$ cat config.mk
export PLATFORM = sky130hd
export DESIGN_NAME = instr_decode_monitor
export DESIGN_NICKNAME = d
export VERILOG_FILES = /design/src/rtl/cpu_pkg.sv /design/src/rtl/dec_fifo2.sv /design/src/rtl/instr_decode_monitor.sv
export SDC_FILE = /design/constraint.sdc
export NUM_CORES = 1
export LEC_CHECK = 0
export CORE_ASPECT_RATIO = 0.8
export CORE_MARGIN = 1.5
export CORE_UTILIZATION = 40
export CTS_BUF_LIST = sky130_fd_sc_hd__clkbuf_16
export DETAILED_ROUTE_END_ITERATION = 8
export GPL_TIMING_DRIVEN = 0
export PLACE_DENSITY = 0.7
export SETUP_SLACK_MARGIN = 0.4
export SYNTH_ARGS = -nofsm -noshare
export SYNTH_HDL_FRONTEND = slang
export SYNTH_SLANG_ARGS = --single-unit
$ cat constraint.sdc
create_clock -name clk -period 3.8 [get_ports clk]
set_clock_uncertainty 0.2 [all_clocks]
set_input_delay 0.38 -clock clk [delete_from_list [all_inputs] [get_ports clk]]
set_output_delay 0.38 -clock clk [all_outputs]
set_load 0.01 [all_outputs]
$ cat src/rtl/cpu_pkg.sv
// Shared CPU instruction-interface types, encodings and the RV32I subset decoder.
package cpu_pkg;

   localparam int unsigned NUM_OPS = 6;

   typedef enum logic [2:0] {
      OP_ADDI = 3'd0,
      OP_ADD  = 3'd1,
      OP_SUB  = 3'd2,
      OP_AND  = 3'd3,
      OP_OR   = 3'd4,
      OP_SLT  = 3'd5
   } op_e;

   localparam logic [6:0] OPC_OP_IMM = 7'b0010011;
   localparam logic [6:0] OPC_OP     = 7'b0110011;
   localparam logic [2:0] F3_ADD_SUB = 3'b000;
   localparam logic [2:0] F3_AND     = 3'b111;
   localparam logic [2:0] F3_OR      = 3'b110;
   localparam logic [2:0] F3_SLT     = 3'b010;
   localparam logic [6:0] F7_BASE    = 7'b0000000;
   localparam logic [6:0] F7_SUB     = 7'b0100000;

   typedef struct packed {
      op_e         op;
      logic [4:0]  rd;
      logic [4:0]  rs1;
      logic [4:0]  rs2;
      logic [11:0] imm;
      logic        illegal;
   } dec_s;

   // Decode one word; unsupported encodings keep rd/rs1 and zero op/rs2/imm.
   function automatic dec_s decode(input logic [31:0] instr);
      dec_s       d;
      logic [6:0] opc;
      logic [2:0] f3;
      logic [6:0] f7;
      opc       = instr[6:0];
      f3        = instr[14:12];
      f7        = instr[31:25];
      d         = '0;
      d.rd      = instr[11:7];
      d.rs1     = instr[19:15];
      d.illegal = 1'b1;
      if (opc == OPC_OP_IMM && f3 == F3_ADD_SUB) begin
         d.op      = OP_ADDI;
         d.imm     = instr[31:20];
         d.illegal = 1'b0;
      end else if (opc == OPC_OP) begin
         d.illegal = 1'b0;
         if (f7 == F7_SUB && f3 == F3_ADD_SUB) begin
            d.op = OP_SUB;
         end else if (f7 == F7_BASE) begin
            case (f3)
               F3_ADD_SUB: d.op = OP_ADD;
               F3_AND:     d.op = OP_AND;
               F3_OR:      d.op = OP_OR;
               F3_SLT:     d.op = OP_SLT;
               default:    d.illegal = 1'b1;
            endcase
         end else begin
            d.illegal = 1'b1;
         end
         if (!d.illegal) d.rs2 = instr[24:20];
         else            d.op  = op_e'(3'd0);
      end
      return d;
   endfunction

endpackage

$ cat src/rtl/dec_fifo2.sv
// Two-entry synchronous FIFO of decoded instructions; head is always on rdata.
module dec_fifo2
   import cpu_pkg::*;
(
   input  logic clk,
   input  logic rst,
   input  logic push,
   input  logic pop,
   input  dec_s wdata,
   output dec_s rdata,
   output logic full,
   output logic empty
);

   logic [1:0] cnt;
   logic       wr_ptr;
   logic       rd_ptr;
   dec_s       mem [2];
   logic       do_push;
   logic       do_pop;

   assign full    = (cnt == 2'd2);
   assign empty   = (cnt == 2'd0);
   assign do_push = push & ~full;
   assign do_pop  = pop & ~empty;
   assign rdata   = mem[rd_ptr];

   // Storage, pointers and occupancy; reset flushes and zeroes the storage.
   always_ff @(posedge clk) begin
      if (rst) begin
         cnt    <= 2'd0;
         wr_ptr <= 1'b0;
         rd_ptr <= 1'b0;
         mem[0] <= '0;
         mem[1] <= '0;
      end else begin
         if (do_push) begin
            mem[wr_ptr] <= wdata;
            wr_ptr      <= ~wr_ptr;
         end
         if (do_pop) rd_ptr <= ~rd_ptr;
         case ({do_push, do_pop})
            2'b10:   cnt <= cnt + 2'd1;
            2'b01:   cnt <= cnt - 2'd1;
            default: cnt <= cnt;
         endcase
      end
   end

endmodule

$ cat src/rtl/instr_decode_monitor.sv
// Receive-side RV32I subset decoder with a 2-entry output buffer and saturating stats.
module instr_decode_monitor
   import cpu_pkg::*;
#(
   parameter int unsigned CNT_W = 16
) (
   input  logic             clk,
   input  logic             rst,
   input  logic             in_valid,
   output logic             in_ready,
   input  logic [31:0]      instr,
   output logic             out_valid,
   input  logic             out_ready,
   output op_e              out_op,
   output logic [4:0]       out_rd,
   output logic [4:0]       out_rs1,
   output logic [4:0]       out_rs2,
   output logic [11:0]      out_imm,
   output logic             out_illegal,
   input  logic [2:0]       cnt_sel,
   output logic [CNT_W-1:0] cnt_val,
   output logic [CNT_W-1:0] illegal_cnt
);

   localparam logic [CNT_W-1:0] CNT_MAX = '1;

   logic             full;
   logic             empty;
   logic             accept;
   logic             pop;
   dec_s             dec_c;
   dec_s             head;
   logic [CNT_W-1:0] op_cnt [NUM_OPS];

   assign in_ready  = ~rst & ~full;
   assign accept    = in_valid & in_ready;
   assign out_valid = ~empty;
   assign pop       = out_valid & out_ready;
   assign dec_c     = decode(instr);

   dec_fifo2 u_fifo (
      .clk   (clk),
      .rst   (rst),
      .push  (accept),
      .pop   (pop),
      .wdata (dec_c),
      .rdata (head),
      .full  (full),
      .empty (empty)
   );

   assign out_op      = head.op;
   assign out_rd      = head.rd;
   assign out_rs1     = head.rs1;
   assign out_rs2     = head.rs2;
   assign out_imm     = head.imm;
   assign out_illegal = head.illegal;

   assign cnt_val = (32'(cnt_sel) < NUM_OPS) ? op_cnt[cnt_sel] : '0;

   // Saturating per-op and illegal counters, bumped on accept.
   always_ff @(posedge clk) begin
      if (rst) begin
         for (int unsigned i = 0; i < NUM_OPS; i++) op_cnt[i] <= '0;
         illegal_cnt <= '0;
      end else if (accept) begin
         if (dec_c.illegal) begin
            if (illegal_cnt != CNT_MAX) illegal_cnt <= illegal_cnt + CNT_W'(1);
         end else if (op_cnt[dec_c.op] != CNT_MAX) begin
            op_cnt[dec_c.op] <= op_cnt[dec_c.op] + CNT_W'(1);
         end
      end
   end

endmodule
==> results of run 1 <==
power by group:
group / internal, uW / switching, uW / leakage (uW)
registers: 2240 / 55.4 / 0.00181
logic: 475 / 497 / 0.00282
clock network: 1000 / 854 / 0.000293
registers in the layout, indices dropped and copies added (netlist names), named ones only:
name and cells:
illegal_cnt 16, u_fifo.wr_ptr 1, op_cnt 96, u_fifo.mem 62, u_fifo.cnt 2, u_fifo.rd_ptr 1
worst min path at each step:
stage | start | end | slack [ns]
4_1_cts | instr[26] | u_fifo.mem[1][7] | 0.03
5_1_grt | instr[26] | u_fifo.mem[0][7] | 0.02
2_1_floorplan | u_fifo.cnt[1] | u_fifo.cnt[1] | 0.27
3_5_place_dp | u_fifo.cnt[1] | u_fifo.cnt[1] | 0.31
3_3_place_gp | u_fifo.cnt[1] | u_fifo.cnt[1] | 0.29
6_report | instr[26] | u_fifo.mem[1][7] | 0.04
worst register-to-register path, cell delays in order (launching register included):
cell and delay [ns]:
edfxtp_1 0.41, or4_1 0.14, o21ai_0 0.09, a211o_1 0.30, a22oi_2 0.19, nor2b_4 0.19, buf_8 0.11, ha_4 0.13
inv_4 0.03, a2111o_1 0.33, nor4_4 0.26, nand4_4 0.18, buf_12 0.20, nand4_4 0.17, buf_12 0.16, nand2b_4 0.15
stage by stage:
stage | power (uW) | setup WS [ns]
floorplan | 2832 | 0.03944
global placement | 3236 | -1.485
detailed placement | 3251 | -1.527
CTS | 5099 | 0.3137
global route | 5271 | 0.1335
finish | 5126 | 0.1638
routing by layer:
layer | track usage [%] | part of all wire (%) | up-vias
li1 | - | - | 3518
met1 | 33.18 | 39 | 3999
met2 | 38.15 | 45 | 616
met3 | 6.645 | 12 | 138
met4 | 9.537 | 4.7 | 0
met5 | 0 | 0 | -
what timing repair did:
action                                  4_1_cts  5_1_grt
pin swaps                                    17       20
endpoints found under the setup margin      205      187
gates resized for setup                     108      101
hold buffers                                  0        0
hold endpoints to repair                      0        0
buffers inserted                             25       26
cloned                                        5        2
cell usage after synthesis, types with 2 or more instances:
cell type	number	area share, %
buf_2	10	0.52
xor2_1	13	1.2
mux4_2	16	3.8
ha_1	3	0.39
o22ai_1	19	1.2
mux2_2	34	4.0
and3_1	16	1.0
nor4_4	3	0.67
a21oi_1	20	1.0
clkbuf_1	32	1.3
o21bai_1	13	1.0
a221o_1	10	1.0
nor3_1	20	1.0
nor4_2	2	0.26
inv_1	27	1.1
nor2b_1	8	0.52
or4_1	2	0.16
nand3b_1	2	0.16
and4_1	4	0.37
and2_1	47	3.1
nand2_1	33	1.3
nand4_1	6	0.39
buf_1	8	0.31
nand2b_1	14	0.91
a22oi_1	13	1.0
buf_4	6	0.47
xnor2_1	18	1.6
nand3_1	17	0.89
o21ai_0	5	0.26
a211o_1	2	0.18
o211ai_1	24	1.9
dfxtp_1	21	4.4
nor2_1	169	6.6
edfxtp_1	158	49
a211oi_1	6	0.47
or3_1	5	0.33
mux2i_1	30	3.1
or2_2	4	0.26
logic make-up after synthesis:
family / count (synthesis)
and+or+nand+nor: 363
adders and majority gates: 3
DFF: 179
xor gates and xnor gates: 31
buffers and inverters: 85
muxes: 80
AOI/OAI and AO/OA: 123
layout make-up:
cell class	count	area, um^2	area share, %
flip-flops and latches	179	5165	39.66
plain buffers	57	489.2	3.757
multi-input cells	602	4679	35.93
inverters	28	107.6	0.8263
clock buffers	17	425.4	3.267
well taps	312	390.4	2.998
clock inverters	15	190.2	1.460
repair buffers	153	1575	12.10
==> flow_metrics.tcl, run 1 <==
set metrics [dict create \
    layout-drive-gt1-share_pct 25.88 \
    whs_path_depth 2 \
    clk_latency_ns 0.45 \
    clkTransAtPathRegs_ns 0.07 \
    syn_avg_cell_area_um2 11.10 \
    layoutNonFillerInstCount 1363 \
    synth-compound-area-share_pct 9.156 \
    antenna_cells 0 \
    yosysWarnings 0 \
    setup_violations 0 \
    io-pin-count 104 \
    cts_max_level 4 \
    cp_max_fo 8 \
    drt_wl_total_um 32310 \
    end_kind "flip-flop" \
    dp.cells 1273 \
    track_usage_pct 24.70 \
    worstSetupEndpoint "op_cnt[4][3]" \
    async_reset_ff_share_pct 0 \
    vdd_drop_max_mv 0.3486 \
    dieArea_um2 24930 \
    hold_viol_final 0 \
    crit_start "instr[12]" \
    cp_slowest_cell "or4b_1" \
    place_congestion 0.9059 \
    grt_pass1_wl_um 45510 \
    cts-root-buf "clkbuf_16" \
    nets 1080 \
    final_cell_area_um2 13020 \
    die_w_um 176.1 \
    cp_top_family "simple AND/OR/NAND/NOR gates" \
    drc_errors 0 \
    synthXorXnorAreaFrac_pct 2.830 \
    period_share_pct 95.69 \
    antenna_found_initial 0 \
    p_leak_uw 0.004928 \
    synth_cells 864 \
    r2r-end "op_cnt[4][3]" \
    cts_tree "built" \
    dpl_cell_area_um2 11180 \
    reg2reg_depth 15 \
    slowest_delay_ns 0.59 \
    fin_crit_ns 3.636 \
    synth_ff_type "edfxtp_1" \
    required_ns 3.73 \
    wl_per_cell_um 23.70 \
    ys_seq_area_share_pct 53.84 \
    portBuffers 97 \
    drtIter0Drc 1278 \
    r2r_slack_ns 0.28 \
    path_depth 14 \
    final_core_util_pct 55.51 \
    synth-adder-area-share_pct 0.3913 \
    ys_ff_latch 179 \
    hp-class "input port to flip-flop" \
    reg2reg_from "op_cnt[3][0]" \
    rsz0062_at_grt "yes" \
    crit_chain "buf_4 > or4b_1 > nand2_1 > and3_4 > buf_6 > buf_4 > mux2_2 > o21ai_0 > a211oi_2 > nand4_4 > buf_12 > nand4_4 > buf_12 > nand2b_4" \
    layout_commonest_cell "edfxtp_1" \
    start_util_pct 40.89 \
    path_class "input port to flip-flop" \
    fin_hold_ws_ns 0.03872 \
    final_cell_mix "158 x edfxtp_1, 142 x nor2_1, 83 x clkdlybuf4s50_1" \
    grt_overflow 0 \
    fmax_mhz 275.0 \
    synthSimpleGateAreaFrac_pct 19.13 \
    maxCapViolations 0 \
    core_area_um2 23460 \
    vias 8271 \
    worstMarginPinSlew_ns 0.8187 \
    cts_sinks 179 \
    die_h_um 141.5 \
    powerDensity_nw_per_um2 393.6 \
    cp.arrival_ns 3.57 \
    first_pass_iters 5 \
    timing.setup.tns_ns 0 \
    critPathLaunchType "input port" \
    grt_pass1_vias 7769 \
    via_per_inst 6.068 \
    cts_buffers 17 \
    ys_types 62 \
    synth_top_family_by_area "simple AND/OR/NAND/NOR gates" \
    drtAntennaViolNets 0 \
    critical_path_buf_inv_count 5 \
    slew_headroom_pct 45.42 \
    synth_edf_count 158 \
    status "finished, final reports clean" \
    row_count 50 \
    grt_max_degree 32 \
    cts_buffer_depth 2 \
    synthMuxAreaShare_pct 10.88 \
    dp_hpwl_um 19570 \
    synth_area_um2 9593 \
    syn_to_final_growth_pct 35.75 \
    nFillCells 1893 \
    slew_violations 0 \
    synth_fp_nets 906 \
]
(Power assumes the default switching activity.)
==> inputs of run 2 (changes only) <==
--- a/config.mk
+++ b/config.mk
@@ -5,13 +5,13 @@
 export SDC_FILE = /design/constraint.sdc
 export NUM_CORES = 1
 export LEC_CHECK = 0
-export CORE_ASPECT_RATIO = 0.8
+export ABC_AREA = 1
 export CORE_MARGIN = 1.5
 export CORE_UTILIZATION = 40
 export CTS_BUF_LIST = sky130_fd_sc_hd__clkbuf_16
 export DETAILED_ROUTE_END_ITERATION = 8
 export GPL_TIMING_DRIVEN = 0
-export PLACE_DENSITY = 0.7
+export PLACE_DENSITY = 0.69
 export SETUP_SLACK_MARGIN = 0.4
 export SYNTH_ARGS = -nofsm -noshare
 export SYNTH_HDL_FRONTEND = slang
==> constraint.sdc (replaced) <==
create_clock -name clk -period 3.8 [get_ports clk]
set_clock_uncertainty 0.2 [all_clocks]
set_input_delay 0.95 -clock clk [delete_from_list [all_inputs] [get_ports clk]]
set_output_delay 0.95 -clock clk [all_outputs]
set_load 0.01 [all_outputs]
==> run 2 against run 1 <==
Against the previous run: the run now ends with negative setup slack left; combinational power decreased by 22%; routed wire length increased by 19%; setup slack got worse by 0.32 ns; critical path type unchanged; core utilization increased by 4.0 points; sequential share of layout area decreased by 1.6 points; maximum frequency decreased by 8.2%; sequential power increased by 16%; die area increased by 16%; global-route usage increased by 0.43 points; critical endpoint is now op_cnt[0][15]; critical path depth increased by 6; register-to-register slack improved by 0.52 ns; non-clock buffer count increased by 46.
==> flow_metrics.tcl, run 2 <==
set metrics [dict create \
    reg.largest.list "op_cnt: 128 flops, u_fifo.mem: 62 flops, illegal_cnt: 16 flops" \
    row_count 60 \
    cts_buffer_depth 3 \
    core_area_um2 27100 \
    regMostFlops "op_cnt" \
    clk_latency_ns 0.52 \
    worst_slack_ns -0.1602 \
    worstMarginPinSlew_ns 0.8972 \
    rsz0062_at_grt "yes" \
    yosysWarnings 0 \
    ys_ff_latch 211 \
    cts-root-buf "clkbuf_16" \
    layout_commonest_cell "edfxtp_1" \
    cts_max_level 1 \
    reg2reg_depth 15 \
    yosys-top-cells-area "edfxtp_1 51%, nor2_1 6.0%, nand2_1 5.6%" \
    start_util_pct 41.01 \
    crit_chain "buf_6 > nor2_4 > nand3_4 > nor2_8 > nand2_8 > buf_4 > buf_6 > nand2_1 > o21ai_1 > o21ai_1 > nand2_2 > nand3_2 > nor2_4 > nand4_4 > nand4_4 > nor2_4 > nand2_4 > buf_12 > buf_12 > nand2_8" \
    fin_crit_ns 3.960 \
    whs_path_depth 1 \
    hold_start "u_fifo.rd_ptr" \
    io-pin-count 104 \
    period_share_pct 104.2 \
    slowest_delay_ns 0.37 \
    layout-drive-gt1-share_pct 33.81 \
    cp.arrival_ns 3.96 \
    synth_edf_count 190 \
    reg2reg_from "op_cnt[4][7]" \
    dieArea_um2 28790 \
    yosys.cell_count.top_type "edfxtp_1" \
    place_congestion 0.9729 \
    synth_commonest_cells "190 x edfxtp_1, 178 x nor2_1, 166 x nand2_1" \
    final_cell_mix "190 x edfxtp_1, 130 x nand2_1, 114 x inv_1" \
    critPathLaunchType "input port" \
    synth_top_area_cell "edfxtp_1" \
    track_usage_pct 25.14 \
    synth_area_um2 11110 \
    violations "negative setup slack" \
    powerDensity_nw_per_um2 352.4 \
    grt_max_degree 18 \
    die_h_um 169.7 \
    synth_ff_type "edfxtp_1" \
    vdd_drop_max_mv 0.2347 \
    required_ns 3.80 \
    first_pass_iters 6 \
    synth_top_area_share_pct 51.34 \
    maxCapViolations 0 \
    antenna_cells 0 \
    hold_viol_final 0 \
    cp_max_fo 10 \
    critical_path.most_common_cell "nor2_4" \
    die_w_um 169.7 \
    dpl_cell_area_um2 12920 \
    grt_pass1_vias 10010 \
    cp_slowest_cell "o21ai_1" \
    hp-class "flip-flop to flip-flop" \
    fmax_mhz 252.5 \
    syn_avg_cell_area_um2 9.246 \
    drtAntennaViolNets 0 \
    portBuffers 99 \
    cts_buffers 25 \
    drt_wl_total_um 38520 \
    antenna_found_initial 0 \
    end_kind "flip-flop" \
    status "complete, but fails checks" \
    async_reset_ff_share_pct 0 \
    r2r_slack_ns 0.80 \
    place_ws_ns -1.641 \
    ys_seq_area_share_pct 55.12 \
    hold_path_end "u_fifo.rd_ptr" \
    cts_tree "built" \
    cts_sinks 211 \
    grt_pass1_wl_um 55330 \
    via_per_inst 5.688 \
    synth_cells 1202 \
    final_cell_area_um2 16110 \
    setup_violations 134 \
    vias 10530 \
    grt_overflow 0 \
    ys_types 47 \
    path_class "input port to flip-flop" \
    wl_per_cell_um 20.81 \
    dp_hpwl_um 22870 \
    p_total_uw 5679 \
    drc_errors 0 \
    drtIter0Drc 1512 \
    slew_headroom_pct 40.04 \
    nets 1504 \
    syn_to_final_growth_pct 45.00 \
    p_leak_uw 0.006269 \
    largest_reg_flops 128 \
    r2r-end "op_cnt[0][15]" \
    clkTransAtPathRegs_ns 0.06 \
    slew_violations 0 \
]
-- run 2: cell types whose count changed in the layout (fill, tap and decap cells not counted), sizes merged, moves of 32 or more --
cell | previous run | this run
a21oi | 20 | 66
and2 | 47 | 0
buf | 86 | 146
conb | 0 | 32
edfxtp | 158 | 190
inv | 34 | 147
nand2 | 34 | 194
nand3 | 17 | 82
o21ai | 5 | 123
-- run 2: critical path: cells and delay by family --
kind | cells | cell delay (ns)
and+or+nand+nor | 13 | 1.76
buffers and inverters | 5 | 0.76
AOI/OAI and AO/OA | 2 | 0.45
-- run 2: kinds of logic after synthesis --
| logic type | after synthesis | synth area share, % |
|---|---|---|
| and+or+nand+nor | 528 | 22.17 |
| DFF | 211 | 55.12 |
| AOI/OAI and AO/OA | 218 | 10.91 |
| adders and majority gates | 3 | 0.3378 |
| other | 1 | 0.03374 |
| muxes | 31 | 3.141 |
| buffers and inverters | 203 | 7.735 |
| xor gates and xnor gates | 7 | 0.5517 |
-- run 2: stage by stage --
step           hold slack (ns)  cells  setup TNS, ns  utilization (%)
2_1_floorplan           0.2257   1233         -2.270                -
3_3_place_gp            0.2358   1704        -323.09            47.56
3_5_place_dp            0.2435   1705        -329.88            47.66
4_1_cts                 0.2518   1826              0            56.66
5_1_grt                 0.2697   1851         -8.085            59.46
6_report                0.2586   1851         -8.090            59.46
-- run 2: power breakdown --
group          switching, uW  internal [uW]
clock network            936           1320
registers               39.0           2620
logic                    438            324
-- run 2: final cells by class --
class / count / area, um^2
sequential: 211 / 6126
clock inverter: 19 / 130.1
multi-input combinational: 825 / 5508
inverter: 143 / 604.3
timing repair buffer: 196 / 2038
clock buffer: 25 / 625.6
buffer: 60 / 616.8
fill: 2123 / 10990
tap: 372 / 465.4
-- run 2: repair_timing --
action	4_1_cts	5_1_grt
endpoints found under the setup margin	309	274
resized for setup	385	191
setup buffers	67	24
pin swaps	65	70
hold buffers	0	0
cloned	10	1
-- run 2: layer usage --
layer / GRT usage (%) / up-vias / wire (um)
met5: 0 / - / 0
met4: 12.00 / 0 / 2175
met3: 4.571 / 198 / 4451
met2: 40.98 / 792 / 17670
met1: 32.35 / 4932 / 14220
li1: - / 4606 / -
-- run 2: worst max path at each step --
stage                     from             to  cells after the start  slack (ns)
detailed placement   instr[12]   op_cnt[5][2]                     20       -1.64
global placement     instr[12]   op_cnt[5][6]                     20       -1.62
floorplan            instr[27]   op_cnt[1][0]                     21       -0.04
global route         instr[12]  op_cnt[0][11]                     22       -0.13
CTS                 cnt_sel[0]     cnt_val[4]                      9        0.08
finish               instr[26]  op_cnt[0][15]                     20       -0.16
==> RTL edit 1, RTL diff (flow settings as in run 1) <==
The package constant `NUM_OPS` goes from 6 to 12.
--- a/src/rtl/cpu_pkg.sv
+++ b/src/rtl/cpu_pkg.sv
@@ -3,3 +3,3 @@
 
-   localparam int unsigned NUM_OPS = 6;
+   localparam int unsigned NUM_OPS = 12;
 
Behaviour: same outputs for any inputs over 4 cycles, from zero or initial values and one cycle with rst high; that may be too few to reach the edited logic, so the function may still have changed.
==> RTL edit 1 against run 1 <==
- worst setup slack better by 110 ps
- sequential share of layout area is 1.5 points higher
- synthesized area is 16% higher
- cell area is 14% higher
- sequential power is 19% higher
- sequential cell count is 32 higher
- first-iteration DRC count is 1.5% lower
- power is 24% higher
- critical path depth is 1 lower
- routed wire length is 14% higher
- largest cell class unchanged
- largest power group unchanged
==> RTL edit 1: results <==
[run_status]
outcome = "completed"

[finish]
drive_gt1_share_pct = 27.6
top_regs = "op_cnt (128), u_fifo.mem (62), illegal_cnt (16)"
nNetsFinal = 1169

[drt]
vias_per_cell = 6.06
drtPass1Iterations = 6
drt-initial-drc-count = 1259

[place]
dpl_cell_area_sq_um = 12900
post-place-ws_ps = -1660
place.gp.congestion = 0.973
place_hpwl_mm = 23.5
portBuffers = 99

[power]
vdd_drop_max_mv = 0.332
power.leakage_nw = 5.43
switching_power_mw = 1.57

[timing]
worst_slew_pin_slew_ps = 1180

[clock_tree]
cts_inserted_buffers = 24
clk_latency_ps = 530
cts_buffer_depth = 3
htree_levels = 1

[logic_synthesis]
synth_area_leaders = "edfxtp_1, mux4_2, mux2_2"
ys_types = 81
synth_edf_count = 190
synth_common_cells = "edfxtp_1, nor2_1, nor3_1"

[global_routing]
grt_pass1_wl_mm = 53.7
grt_pass1_vias = 8721
[RTL edit 1: changes by cell type in the layout (fill, tap and decap cells not counted), sizes merged, moves of 14 or more]
cell	run 1	this run
nor2	169	88
o21ai	5	47
nor3	20	60
conb	0	32
edfxtp	158	190
mux2i	30	2
a21oi	20	43
inv	34	13
o211ai	24	3
mux4	16	32
o22ai	19	3
and3	16	30
mux2	34	48
[RTL edit 1: kinds of logic (layout without fill, tap and decap cells)]
kind of cell	count (synthesis)	after routing	synth area share (%)
xor gates and xnor gates	18	18	1.42
buffers and inverters	76	271	3.11
muxes	82	82	11.5
and+or+nand+nor	356	359	17.9
other	1	32	0.0337
AOI/OAI and AO/OA	169	169	10.5
DFF	211	211	55.1
adders and majority gates	3	3	0.338
[RTL edit 1: worst paths after layout]
| path | startpoint | to | slack [ps] | depth (start not counted) |
|---|---|---|---|---|
| worst max-delay path | instr[30] | op_cnt[1][15] | 280 | 13 |
| worst min-delay path | instr[25] | u_fifo.mem[1][6] | 40 | 2 |
| worst max register to register | op_cnt[1][14] | op_cnt[1][15] | 390 | 11 |
| worst min register to register | illegal_cnt[12] | illegal_cnt[12] | 300 | 2 |
[RTL edit 1: stage by stage]
stage          std cells  setup TNS (ps)
2_1_floorplan        947               0
3_3_place_gp        1410         -311260
3_5_place_dp        1410         -319270
4_1_cts             1493               0
5_1_grt             1509               0
6_report            1509               0
[RTL edit 1: per-layer routing]
layer / track usage, % / vias to the layer above / routed length [um]
met3: 7.25 / 139 / 4940
met1: 35.7 / 4455 / 15000
li1: - / 3914 / -
met4: 10.0 / 0 / 1730
met2: 35.3 / 638 / 15300
met5: 0 / - / 0
[RTL edit 1: cell type report]
cell class | instances | area (sq um)
clock buffer | 25 | 626
timing repair buffer | 151 | 1490
multi-input combinational | 663 | 5350
sequential | 211 | 6130
tap | 364 | 455
fill | 2279 | 12400
clock inverter | 19 | 245
inverter | 10 | 51.3
buffer | 66 | 549
[RTL edit 1: repair_timing]
item	in CTS	in global routing
hold buffers	0	2
endpoints found under the setup margin	286	194
pin swaps	15	17
setup buffers	36	13
cloned	3	1
hold endpoints to repair	0	4
resized for setup	118	73
[RTL edit 1: critical path, stage by stage]
cell and delay [ps]:
buf_6 110, clkbuf_1 520, inv_1 400, a22oi_1 330
a32oi_2 170, nand2_1 150, ha_4 140, a21boi_4 280
nand3_4 230, o31ai_4 420, buf_6 240, buf_4 140
a21oi_1 40
[RTL edit 1: power groups by stage]
stage / clock [mW] / combinational (mW) / sequential [mW]
6_report: 2.56 / 1.07 / 2.73
2_1_floorplan: 0 / 0.564 / 2.75
3_5_place_dp: 0 / 0.997 / 2.78
4_1_cts: 2.58 / 1.04 / 2.73
3_3_place_gp: 0 / 0.993 / 2.77
5_1_grt: 2.67 / 1.13 / 2.74
==> RTL edit 2, RTL diff (config.mk and constraints of run 1) <==
Without the edit above. Register the output `illegal_cnt` once more, cleared by the reset; this adds one clock of latency there. The other outputs are not delayed to match.
--- a/src/rtl/instr_decode_monitor.sv
+++ b/src/rtl/instr_decode_monitor.sv
@@ -25,2 +25,4 @@
    localparam logic [CNT_W-1:0] CNT_MAX = '1;
+
+   logic [CNT_W-1:0] illegal_cnt_s0;
 
@@ -64,6 +66,6 @@
          for (int unsigned i = 0; i < NUM_OPS; i++) op_cnt[i] <= '0;
-         illegal_cnt <= '0;
+         illegal_cnt_s0 <= '0;
       end else if (accept) begin
          if (dec_c.illegal) begin
-            if (illegal_cnt != CNT_MAX) illegal_cnt <= illegal_cnt + CNT_W'(1);
+            if (illegal_cnt_s0 != CNT_MAX) illegal_cnt_s0 <= illegal_cnt_s0 + CNT_W'(1);
          end else if (op_cnt[dec_c.op] != CNT_MAX) begin
@@ -74,2 +76,10 @@
 
+   always_ff @(posedge clk) begin
+      if (rst) begin
+         illegal_cnt <= '0;
+      end else begin
+         illegal_cnt <= illegal_cnt_s0;
+      end
+   end
+
 endmodule
Formal check against the unedited RTL: not equivalent (a bounded check fails within 4 cycles, from zero or initial values and one cycle with rst high).
==> RTL edit 2 against run 1 <==
- the run now ends with design-rule violations left
- sequential cell count grew 16
- maximum frequency grew 2.1%
- power rose by 1.5%
- register-to-register slack improved by 200 ps
- hold slack got worse by 11 ps
- synthesized cell count increased by 7.8%
- synthesized area is 7.2% higher
- routed wire length rose by 2.1%
- cell area grew 7.6%
- largest cell class unchanged
- worst setup slack improved by 75 ps
==> RTL edit 2: results <==
[logic_synthesis]
synthXorXnorAreaFrac_pct = 2.38
synth-seq-area-share_pct = 53.3
ys_types = 81
synthesis.nets = 973
synth_common_cells = "edfxtp_1, nor2_1, and2_1"
synth_area_leaders = "edfxtp_1, dfxtp_1, nor2_1"
synth_mux_area_share_pct = 9.76
synth_compound_area_share_pct = 9.71

[run_status]
failed_checks = "design-rule violations"
outcome = "finished with violations"

[drt]
vias_per_cell = 5.93
wire_per_inst_um = 22.4
drc = 2
drt-initial-drc-count = 1239

[setup_path]
r2r_start = "op_cnt[1][5]"
slowest_delay_ps = 410
cpMaxStageDelayCell = "a2111oi_4"
critPathTopFamily = "buffers and inverters"
rr_endpoint = "op_cnt[5][15]"
rr_worst_depth = 11
rrSetupSlack_ps = 480

[min_path]
min_from = "instr[29]"
min_to = "u_fifo.mem[1][10]"

[place]
place.gp.congestion = 0.953
place_hpwl_mm = 21.1
portBuffers = 99

[power]
vdd_drop_max_mv = 0.347

[finish]
nNetsFinal = 1176
top_regs = "op_cnt (96), u_fifo.mem (62)"
fillers = 2123
drive_gt1_share_pct = 28.4

[timing]
finalHoldWorstSlack_ps = 27.3
worst_slew_pin_slew_ps = 728

[global_routing]
grt_pass1_vias = 8161

[clock_tree]
clk_latency_ps = 440
-- RTL edit 2: cell families (layout without fill, tap and decap cells) --
logic type / count (synthesis) / count (layout)
simple gates: 386 / 391
flops: 195 / 195
compound gates: 144 / 144
buf+inv: 100 / 311
mux: 75 / 75
xor+xnor: 28 / 28
fa+ha+maj: 3 / 3
-- RTL edit 2: repair_timing --
| item | 4_1_cts | 5_1_grt |
|---|---|---|
| setup buffers | 58 | 20 |
| pin swaps | 30 | 19 |
| gates cloned | 4 | 2 |
| resized for setup | 156 | 92 |
| setup endpoints to repair | 247 | 183 |
| endpoints found under the hold margin | 0 | 0 |
-- RTL edit 2: report_power, final --
group	internal, mW	switching (mW)	total [mW]
registers	2.41	0.0591	2.47
clock network	0.883	0.917	1.80
logic	0.464	0.469	0.933
total	3.76	1.45	5.20
-- RTL edit 2: worst max-delay path by stage --
stage | endpoint | start | slack [ps] | cells past startpoint
3_5_place_dp | op_cnt[0][9] | instr[31] | -1530 | 15
2_1_floorplan | op_cnt[0][0] | instr[31] | 110 | 15
6_report | op_cnt[2][9] | instr[31] | 240 | 19
3_3_place_gp | op_cnt[0][5] | instr[31] | -1520 | 15
5_1_grt | op_cnt[1][7] | instr[26] | 130 | 18
4_1_cts | op_cnt[1][7] | instr[13] | 400 | 15
-- RTL edit 2: metal layers --
metal	vias up	GRT usage [%]	part of all wire [%]
met4	0	8.55	3.8
li1	3816	-	-
met1	4170	35.2	41
met2	633	35.1	42
met3	109	6.68	13
met5	-	0	0
-- RTL edit 2: area by class of cell --
type | instances | area share, %
buffer | 57 | 3.80
clock buffer | 17 | 3.04
clock inverter | 15 | 1.16
inverter | 43 | 1.20
multi-input combinational | 641 | 36.6
sequential | 195 | 39.1
tap | 324 | 2.89
timing repair buffer | 179 | 12.2
-- RTL edit 2: stage by stage --
stage                     total power [mW]  setup WS, ps  std cells  cell area (sq um)  TNS [ps]
after floorplan                       2.97           108        931              10500         0
after global placement                3.36         -1520       1354              11900   -281750
after detailed placement              3.38         -1530       1355              11900   -275390
after CTS                             5.19           401       1449              13500         0
after global routing                  5.35           127       1471              14000         0
final                                 5.20           239       1471              14000         0
